==> src/rtl/var_occ_iter.sv <==
// Occurrence-range iterator: looks up a variable's {start,end} pair in the
// var_start_end table and streams every index of the inclusive range.
`ifndef MAX_VARS_BITS
`define MAX_VARS_BITS 8
`endif

module var_occ_iter #(
    parameter int IDX_BITS = 10
) (
    input  logic                      clock,
    input  logic                      reset,
    input  logic                      req_valid,
    input  logic [`MAX_VARS_BITS-1:0] req_var,
    output logic                      req_ready,
    output logic                      tbl_read,
    output logic [`MAX_VARS_BITS-1:0] tbl_var,
    input  logic [IDX_BITS-1:0]       tbl_start,
    input  logic [IDX_BITS-1:0]       tbl_end,
    output logic                      idx_valid,
    output logic [IDX_BITS-1:0]       idx,
    output logic                      idx_last,
    input  logic                      idx_ready,
    input  logic                      flush,
    output logic                      done
);

    typedef enum logic [1:0] {
        ST_IDLE,
        ST_LOAD,
        ST_WALK
    } state_t;

    state_t              state_q, state_d;
    logic [IDX_BITS-1:0] cursor_q, cursor_d;
    logic [IDX_BITS-1:0] end_q, end_d;
    logic                done_q, done_d;

    always_comb begin
        // NOTE: every output and next-state value gets a default first, so no path can infer a latch.
        state_d   = state_q;
        cursor_d  = cursor_q;
        end_d     = end_q;
        done_d    = 1'b0;
        req_ready = 1'b0;
        tbl_read  = 1'b0;
        tbl_var   = req_var;
        idx_valid = 1'b0;
        idx       = cursor_q;
        idx_last  = 1'b0;
        done      = done_q;

        case (state_q)
            ST_IDLE: begin
                req_ready = !flush;
                if (req_valid && !flush) begin
                    tbl_read = 1'b1;
                    state_d  = ST_LOAD;
                end
            end
            ST_LOAD: begin
                cursor_d = tbl_start;
                end_d    = tbl_end;
                if (flush) begin
                    state_d = ST_IDLE;
                end else if (tbl_start <= tbl_end) begin
                    state_d = ST_WALK;
                end else begin
                    // Empty range finishes right here, without ever presenting an index.
                    state_d = ST_IDLE;
                    done    = 1'b1;
                end
            end
            ST_WALK: begin
                idx_valid = 1'b1;
                idx_last  = (cursor_q == end_q);
                if (flush) begin
                    state_d = ST_IDLE;
                end else if (idx_ready) begin
                    if (idx_last) begin
                        state_d = ST_IDLE;
                        done_d  = 1'b1;
                    end else begin
                        cursor_d = cursor_q + IDX_BITS'(1);
                    end
                end
            end
            default: state_d = ST_IDLE;
        endcase

        // Outputs are quiet for the whole reset cycle, not only after the edge.
        if (reset) begin
            req_ready = 1'b0;
            tbl_read  = 1'b0;
            idx_valid = 1'b0;
            idx_last  = 1'b0;
            done      = 1'b0;
        end
    end

    // NOTE: state registers use non-blocking assignments only; all decisions live in the always_comb above.
    always_ff @(posedge clock) begin
        if (reset) begin
            state_q  <= ST_IDLE;
            cursor_q <= '0;
            end_q    <= '0;
            done_q   <= 1'b0;
        end else begin
            state_q  <= state_d;
            cursor_q <= cursor_d;
            end_q    <= end_d;
            done_q   <= done_d;
        end
    end

endmodule

==> config.mk <==
export PLATFORM = sky130hd
export DESIGN_NAME = var_occ_iter
export DESIGN_NICKNAME = d
export VERILOG_FILES = /design/src/rtl/var_occ_iter.sv
export SDC_FILE = /design/constraint.sdc
export NUM_CORES = 1
export LEC_CHECK = 0
export CAP_MARGIN = 5
export CELL_PAD_IN_SITES_DETAIL_PLACEMENT = 1
export CELL_PAD_IN_SITES_GLOBAL_PLACEMENT = 2
export CORE_UTILIZATION = 24
export DETAILED_ROUTE_END_ITERATION = 8
export MAX_ROUTING_LAYER = met4
export PLACE_DENSITY = 0.79
export SLEW_MARGIN = 0
export SYNTH_ARGS = -nofsm -noshare
export SYNTH_HDL_FRONTEND = slang
export SYNTH_SLANG_ARGS = --single-unit
==> constraint.sdc <==
create_clock -name clock -period 2.2 [get_ports clock]
set_input_delay 0.44 -clock clock [delete_from_list [all_inputs] [get_ports clock]]
set_output_delay 0.44 -clock clock [all_outputs]
set_load 0.1 [all_outputs]
==> results of run 1 <==
-- metrics by stage --
step / instance area (µm²) / total power (W)
2_1_floorplan: 1799 / 0.0007410
4_1_cts: 2489 / 0.001137
3_3_place_gp: 2399 / 0.0008340
5_1_grt: 2546 / 0.001198
3_5_place_dp: 2399 / 0.0008391
6_report: 2546 / 0.001139
-- cell type report --
| class | count | area, µm² | area share |
|---|---|---|---|
| flip-flops and latches | 23 | 498.0 | 0.1956 |
| inverters | 15 | 73.82 | 0.02899 |
| clock buffers | 3 | 41.29 | 0.01622 |
| well taps | 77 | 96.34 | 0.03784 |
| multi-input cells | 156 | 1196 | 0.4698 |
| repair buffers | 71 | 635.6 | 0.2496 |
| clock inverters | 1 | 5.005 | 0.001966 |
-- what timing repair did --
action / in CTS / in global routing
resized for setup: 56 / 34
pin swaps: 9 / 15
setup endpoints to repair: 3 / 6
buffers inserted: 1 / 2
cloned: 0 / 0
-- where the power goes --
group	switching [W]	internal (W)	leakage, nW
registers	0.0000212	0.000425	0.194
logic	0.000225	0.000183	0.770
clock network	0.000158	0.000127	0.0255
total	0.000404	0.000735	0.990
-- state kept, by name, summed over array words and instances (netlist names) --
register and flops:
idx 10, done_q 1, state_q 2, end_q 10
-- worst max path at each step --
stage / from / endpoint / slack [ns] / cells past startpoint
6_report: tbl_end[8] / done / -0.07 / 9
4_1_cts: tbl_end[8] / done / -0.21 / 10
3_5_place_dp: tbl_end[8] / done / -0.55 / 10
5_1_grt: tbl_end[8] / done / -0.11 / 9
2_1_floorplan: reset / tbl_read / -0.43 / 3
3_3_place_gp: tbl_end[8] / done / -0.53 / 10
-- tightest hold or removal path: cells and delay by family --
family	cells	cell delay, ns
AO/OA/AOI/OAI	1	0.05
buffers and inverters	1	0.10
AND/OR/NAND/NOR	1	0.05
-- cell usage after synthesis (all sizes together) (7+ instances only) --
cell / n
inv: 15
dfxtp: 23
xnor2: 10
o21ai: 8
clkbuf: 7
a21oi: 27
ha: 11
nand2: 37
nor2: 13
buf: 11
-- layer usage --
layer  global-route usage  routed length [µm]
met3              0.01385                 132
met2               0.2765                2487
met1               0.2186                2663
met5                    -                   0
met4              0.05393                  65
-- cell families (layout without fill, tap and decap cells) --
kind of cell             count (synthesis)  in the layout  synth area share
buffers and inverters                   33             90            0.1059
XOR/XNOR                                10             10           0.05961
AND/OR/NAND/NOR                         79             79            0.2377
AO/OA/AOI/OAI                           56             56            0.2220
adder cells (fa/ha/maj)                 11             11           0.08627
flip-flops                              23             23            0.2886
==> metrics.txt, run 1 <==
R2R Setup Slk between 0.2 and 0.25 ns; Cell Pwr Density roughly 450 mW/mm²; RSZ-0062 raised after global routing true; CP Cell Sequence buf_12, inv_12, ha_4, and3_4, nand4_1, buf_4, o22ai_4, o22ai_4, buf_12; most common cell after layout, fill and taps aside buf_4; Die Y between 80 and 90 µm; family with the most delay on the worst path buffers and inverters; Fill cells 771; Final min period 2.265 ns; antenna violations before repair 0; Setup-failing EPs final 1; Worst Hold Path EP end_q[6]$_SDFFE_PP0P_; WS Path Type primary input to primary output; die area 0.006977 mm²; I/O Pins 56; dpl ws -0.5469 ns; # DRC 0; crit path DAT 1.83 ns; clock slew at reported path FFs about 0.090 ns; share of cells above drive strength 1 0.4387; synthesized net count about 260; post-DP HPWL slightly above 4 mm; vias per cell 4.795; Placed Cells 340; CTS tree yes; worst-skew pair later-pin latency 0.28 ns; Clock Root Buffer clkbuf_8; crit path buf inv count 4; commonest cells after routing, fill and taps aside 42 x buf_4, 36 x nand2_1, 26 x a21oi_1; mapped cell area around 0.0016 mm²; synthesized area per cell between 7 and 8 µm²; H-tree depth 1; RR Endpoint idx[6]$_SDFFE_PP0P_; via count 1659; number of global-route vias before repair approximately 1.8k; Critical R2R Launch state_q[1]$_SDFFE_PP0P_; number of port buffers 39; largest net degree at the start of global routing 24; CP startpoint kind primary input; Setup TNS -0.06524 ns; sequential fraction of the synthesis area 0.2886; RD Place Congestion ~0.78; Max-cap violations 0; FFs w/ async S/R, synth 0; Seq cells post-synth 23; Max VDD drop about 0.21 mV; clk sinks 23; CP max stage cell ha_4; failing checks setup timing; first-pass iteration count of the detailed router 4; DR WL/cell around 15 µm; Starting Density 0.2498; Max Clock Freq around 0.44 GHz; Ant. Diodes 0; Setup crit end kind primary output; Fin Hold WS about 0.4 ns; maximum fanout along the worst path 2; Setup WS post-layout -0.06524 ns; Yosys top cell by area dfxtp_1; hold wc startpoint tbl_end[6]; synth unique cells between 40 and 50; number of synthesized flops with an enable pin 0; final WL around 5.3 mm; hold buffers post-CTS 0; final global-route overflow total 0; Max Slew Vio Count 0; GRT Overall Usage 0.1677; status finished, violations left; peak per-stage delay on the critical path 0.24 ns; Placeable Area about 0.0064 mm²; worst r2r path cells 5; worst min path class primary input to register; area grow syn2layout 59.61%; Layout Cells excl Fill approximately 350; Final ANT Viol Nets 0; DRT iter0 DRCs 55; Req. time, crit path roughly 1.8 ns; final hold vios 0; largest cells by area after synthesis dfxtp_1 29%, nand2_1 8.7%, ha_1 8.6%, a21oi_1 8.5%, xnor2_1 4.9%; Worst Hold Depth 3; Rows 29; Mapped Cells around 210; fin nets 314; Tcrit/Tclk final 1.030; Synth Flop Type dfxtp_1; final core occ 0.3987; slew margin rel. 0.6429; Yosys top cell area share 0.2886; DIE WIDTH 83.53 µm; leakage power between 0.9 and 1 nW; first-pass GRT wire length 9.004 mm; Max Root-Sink Buffers 2; Worst Tran Pin Value between 0.5 and 0.6 ns; Post-Route Skew about 0.013 ns; Synth Warn # 0; Num CTS Buffers 3
Power figures use the tool's default switching activity.
==> run 2: changes to the inputs <==
- SETUP_SLACK_MARGIN: unset -> 0.2
==> run 2 against run 1 <==
Against the previous run:
- the run still ends with setup timing left
- wire length rose by 1.5%
- clock power down 5%
- die area did not move
- critical path depth increased by 1
- hold slack better by 0.0052 ns
- clock skew decreased by 0.011 ns
- register-to-register slack better by 0.06 ns
- flip-flop and latch count is the same
- largest cell class unchanged
==> metrics.txt, run 2 (synthesized netlist as in run 1, its figures left out) <==
status finished, violations left; failing checks setup timing; vias per cell between 4 and 5; Layout Cells excl Fill approximately 350; worst min path class primary input to register; commonest cells after routing, fill and taps aside 42 x buf_4, 36 x nand2_1, 26 x a21oi_1; antenna violations before repair 0; final global-route overflow total 0; crit path DAT between 1.5 and 2 ns; final hold vios 0; die area 0.006977 mm²; Placeable Area 0.006386 mm²; largest net degree at the start of global routing 17; Req. time, crit path 1.76 ns; leakage power ~1 nW; share of cells above drive strength 1 0.4596; most common cell after layout, fill and taps aside buf_4; GRT Overall Usage 0.1680; WS Path Type primary input to primary output; Starting Density 0.2498; Die Y ~84 µm; Max VDD drop 0.2264 mV; DRT iter0 DRCs 60; fin nets 317; Max Slew Vio Count 0; dpl ws -0.5319 ns; Setup crit end kind primary output; worst-skew pair later-pin latency roughly 0.27 ns; Num CTS Buffers 3; via count between 1.5k and 2k; Max Root-Sink Buffers 2; post-DP HPWL roughly 4.2 mm; Placed Cells around 340; Post-Route Skew 0.001458 ns; Final ANT Viol Nets 0; Max-cap violations 0; slew margin rel. 0.7488; Setup WS post-layout -0.1327 ns; Ant. Diodes 0; Clock Root Buffer clkbuf_8; Cell Pwr Density between 400 and 500 mW/mm²; Final min period between 2 and 2.5 ns; first-pass iteration count of the detailed router 3; final WL 5.427 mm; Tcrit/Tclk final 1.060; first-pass GRT wire length approximately 9.1 mm; clock slew at reported path FFs approximately 0.08 ns; RSZ-0062 raised after global routing true; # DRC 0; Max Clock Freq ~0.43 GHz; clk sinks 23; Setup-failing EPs final 1; area grow syn2layout 63.76%; RD Place Congestion between 0.8 and 0.9; CP startpoint kind primary input; number of port buffers 39; DR WL/cell 15.55 µm; CTS tree yes; Worst Tran Pin Value roughly 0.38 ns; DIE WIDTH between 80 and 90 µm; I/O Pins 56; Rows 29; H-tree depth 1; maximum fanout along the worst path 2; number of global-route vias before repair around 1.8k
## run 2: power breakdown
| group | total, W | leakage, nW | switching (W) | internal, W |
|---|---|---|---|---|
| clock | 0.000272 | 0.0228 | 0.000142 | 0.000129 |
| combinational | 0.000425 | 0.771 | 0.000234 | 0.000191 |
| sequential | 0.000450 | 0.196 | 0.0000251 | 0.000425 |
| total | 0.00115 | 0.990 | 0.000401 | 0.000745 |
## run 2: path summary, 6_finish.rpt
| path | startpoint | endpoint | slack (ns) | cells after the start |
|---|---|---|---|---|
| max | tbl_end[8] | done | -0.13 | 10 |
| min | tbl_end[3] | end_q[3]$_SDFFE_PP0P_ | 0.42 | 3 |
| max reg2reg | idx[7]$_SDFFE_PP0P_ | idx[9]$_SDFFE_PP0P_ | 0.29 | 8 |
| min reg2reg | end_q[8]$_SDFFE_PP0P_ | end_q[8]$_SDFFE_PP0P_ | 0.49 | 2 |
## run 2: layout make-up
cell class | count | area [µm²]
Clock buffer | 4 | 45.04
Fill cell | 759 | 3774
Inverter | 15 | 73.82
Multi-Input combinational cell | 156 | 1266
Sequential cell | 23 | 501.7
Tap cell | 77 | 96.34
Timing Repair Buffer | 74 | 629.4
## run 2: critical path, cell delays in order
cell and delay, ns:
buf_6 0.07, buf_6 0.11, inv_12 0.03, ha_4 0.25, and3_4 0.18, nand4_1 0.14
buf_4 0.18, o22ai_4 0.21, o22ai_4 0.10, buf_12 0.17
## run 2: metrics by stage
stage                     area, µm²  TNS (ns)   power, W  utilization  hold slack [ns]
after floorplan                1804   -0.4816  0.0007415            -           0.4488
after CTS                      2587   -0.1888   0.001149       0.4052           0.4428
after global routing           2613   -0.2338   0.001215       0.4091           0.4193
final                          2613   -0.1327   0.001147       0.4091           0.4150
after detailed placement       2419   -0.6296  0.0008415       0.3787           0.4680
after global placement         2419   -0.5722  0.0008353       0.3787           0.4586
## run 2: repair_timing
| item | in CTS | in global routing |
|---|---|---|
| setup endpoints to repair | 5 | 6 |
| pin swaps | 9 | 11 |
| hold buffers | 0 | 0 |
| buffers inserted | 1 | 2 |
| gates resized for setup | 69 | 15 |
## run 2: layer usage
layer,up-vias,wire (µm),global-route usage
li1,847,-,-
met1,799,2538,0.2154
met2,25,2637,0.2809
met3,7,149,0.02275
met4,0,101,0.04160
met5,-,0,-
==> run 3: changes to the inputs <==
--- a/config.mk
+++ b/config.mk
@@ -7,2 +7,3 @@
 export LEC_CHECK = 0
+export ABC_CLOCK_PERIOD_IN_PS = 2200
 export CAP_MARGIN = 5
--- a/constraint.sdc
+++ b/constraint.sdc
@@ -3,2 +3,2 @@
 set_output_delay 0.44 -clock clock [all_outputs]
-set_load 0.1 [all_outputs]
+set_load 0.05 [all_outputs]
==> run 3 against run 2 <==
Against the previous run:
- largest cell class unchanged
- maximum frequency is 1.4% higher
- flip-flop and latch count stayed put
- count of clock-buffer cells in the layout did not move
- non-clock buffer count fell by 3
- the flow still finishes with violations (setup timing)
- setup slack better by 0.033 ns
- critical path depth is the same
==> metrics.txt, run 3 (synthesized netlist as in run 1, its figures left out) <==
DRT iter0 DRCs 99; CP Cell Sequence buf_6, buf_6, inv_12, ha_4, and3_4, nand4_1, buf_4, o22ai_4, o22ai_4, buf_12; final core occ 0.3946; worst-skew pair later-pin latency ~0.27 ns; Max VDD drop roughly 0.21 mV; R2R Setup Slk around 0.33 ns; Max Slew Vio Count 0; Comb pwr share 0.333; via count 1683; Rows 29; Worst Tran Pin Value between 0.5 and 0.6 ns; final WL 5.629 mm; crit path DAT between 1.5 and 2 ns; dpl ws -0.5299 ns; sequential share of power 0.410; fin nets between 300 and 400; first-pass GRT wire length between 9 and 10 mm; maximum fanout along the worst path 2; CTS tree yes; RR Endpoint idx[4]$_SDFFE_PP0P_; most common cell after layout, fill and taps aside nand2_1; crit path buf inv count 5; Setup crit start tbl_end[8]; DR WL/cell 16.27 µm; first-pass iteration count of the detailed router 4; DIE WIDTH approximately 84 µm; CP startpoint kind primary input; final hold vios 0; Starting Density 0.2498; worst r2r path cells 6; Placeable Area about 0.0064 mm²; switch share 0.3339; Worst Hold Path EP end_q[2]$_SDFFE_PP0P_; Ant. Diodes 0; Req. time, crit path ~1.8 ns; Placed Cells roughly 340; worst min path class primary input to register; antenna violations before repair 0; Critical R2R Launch idx[7]$_SDFFE_PP0P_; die area 0.006977 mm²; Max Clock Freq between 0.4 and 0.5 GHz; number of port buffers 39; Clk pwr share 0.257; largest net degree at the start of global routing 15; # DRC 0; status finished, violations left; family with the most delay on the worst path buffers and inverters; failing checks setup timing; Die Y around 84 µm; critical path depth 10; area grow syn2layout 57.96%; number of global-route vias before repair 1826; GRT Overall Usage 0.1710; Setup crit end kind primary output; leakage power roughly 0.96 nW; Setup TNS -0.1001 ns; clock slew at reported path FFs 0.09 ns; Tcrit/Tclk final 1.045; Worst Hold Depth 3; hold wc startpoint tbl_end[2]; commonest cells after routing, fill and taps aside 36 x nand2_1, 30 x buf_4, 26 x a21oi_1; CP max stage cell ha_4; slew margin rel. 0.6629; Max Root-Sink Buffers 2; Cell Pwr Density 435.0 mW/mm²; I/O Pins between 50 and 60; clk sinks 23; final global-route overflow total 0; Int Power between 0.0007 and 0.0008 W; Layout Cells excl Fill 346; H-tree depth 1; Psw around 0.00037 W; Fin Hold WS ~0.42 ns; post-DP HPWL ~4.2 mm; Setup WS post-layout -0.1001 ns; Num CTS Buffers 3; RD Place Congestion 0.7951; vias per cell just under 5; peak per-stage delay on the critical path roughly 0.25 ns; Clock Root Buffer clkbuf_8; Final min period between 2 and 2.5 ns; RSZ-0062 raised after global routing true; WS Path Type primary input to primary output; Post-Route Skew 0.004421 ns; Final ANT Viol Nets 0; share of cells above drive strength 1 0.3941; Max-cap violations 0; Setup-failing EPs final 1
[run 3: worst max path at each step]
stage | to | slack, ns
after floorplan | tbl_read | 0.17
after detailed placement | done | -0.53
after global routing | done | -0.15
final | done | -0.10
after global placement | done | -0.47
after CTS | done | -0.12
[run 3: metrics by stage]
step           instance area (µm²)  power (W)
2_1_floorplan                 1762  0.0006729
3_5_place_dp                  2375  0.0007995
4_1_cts                       2499   0.001091
3_3_place_gp                  2375  0.0007919
6_report                      2520   0.001096
5_1_grt                       2520   0.001158
[run 3: timing repair]
action / in CTS / in global routing
gates cloned: 0 / 0
endpoints found under the hold margin: 0 / 0
hold buffers: 0 / 0
buffers inserted: 4 / 0
setup endpoints to repair: 5 / 6
resized for setup: 77 / 15
pin swaps: 18 / 12
[run 3: metal layers]
metal	global-route usage	vias to the layer above	share of wire
li1	-	836	-
met1	0.2210	805	0.46
met2	0.2772	38	0.49
met3	0.03066	4	0.043
met4	0.04314	0	0.0055
met5	-	-	0
[run 3: worst reg2reg max path, stage by stage (launching register included)]
cell and delay, ns:
dfxtp_4 0.38, xnor2_1 0.13, nand4_1 0.27, nor3_4 0.07, buf_4 0.16, or4b_1 0.54
a221oi_2 0.25
[run 3: power groups by stage]
stage	clock [W]	sequential (W)	combinational, W
after CTS	0.000290	0.000450	0.000351
after floorplan	0	0.000482	0.000191
after global placement	0	0.000461	0.000331
final	0.000282	0.000450	0.000365
after detailed placement	0	0.000461	0.000338
after global routing	0.000311	0.000453	0.000394
[run 3: layout make-up]
type | count | area, µm²
clock buffer | 4 | 45.04
fill | 746 | 3866
inverter | 15 | 73.82
tap | 77 | 96.34
timing repair buffer | 71 | 618.1
multi-input combinational | 156 | 1204
sequential | 23 | 483.0
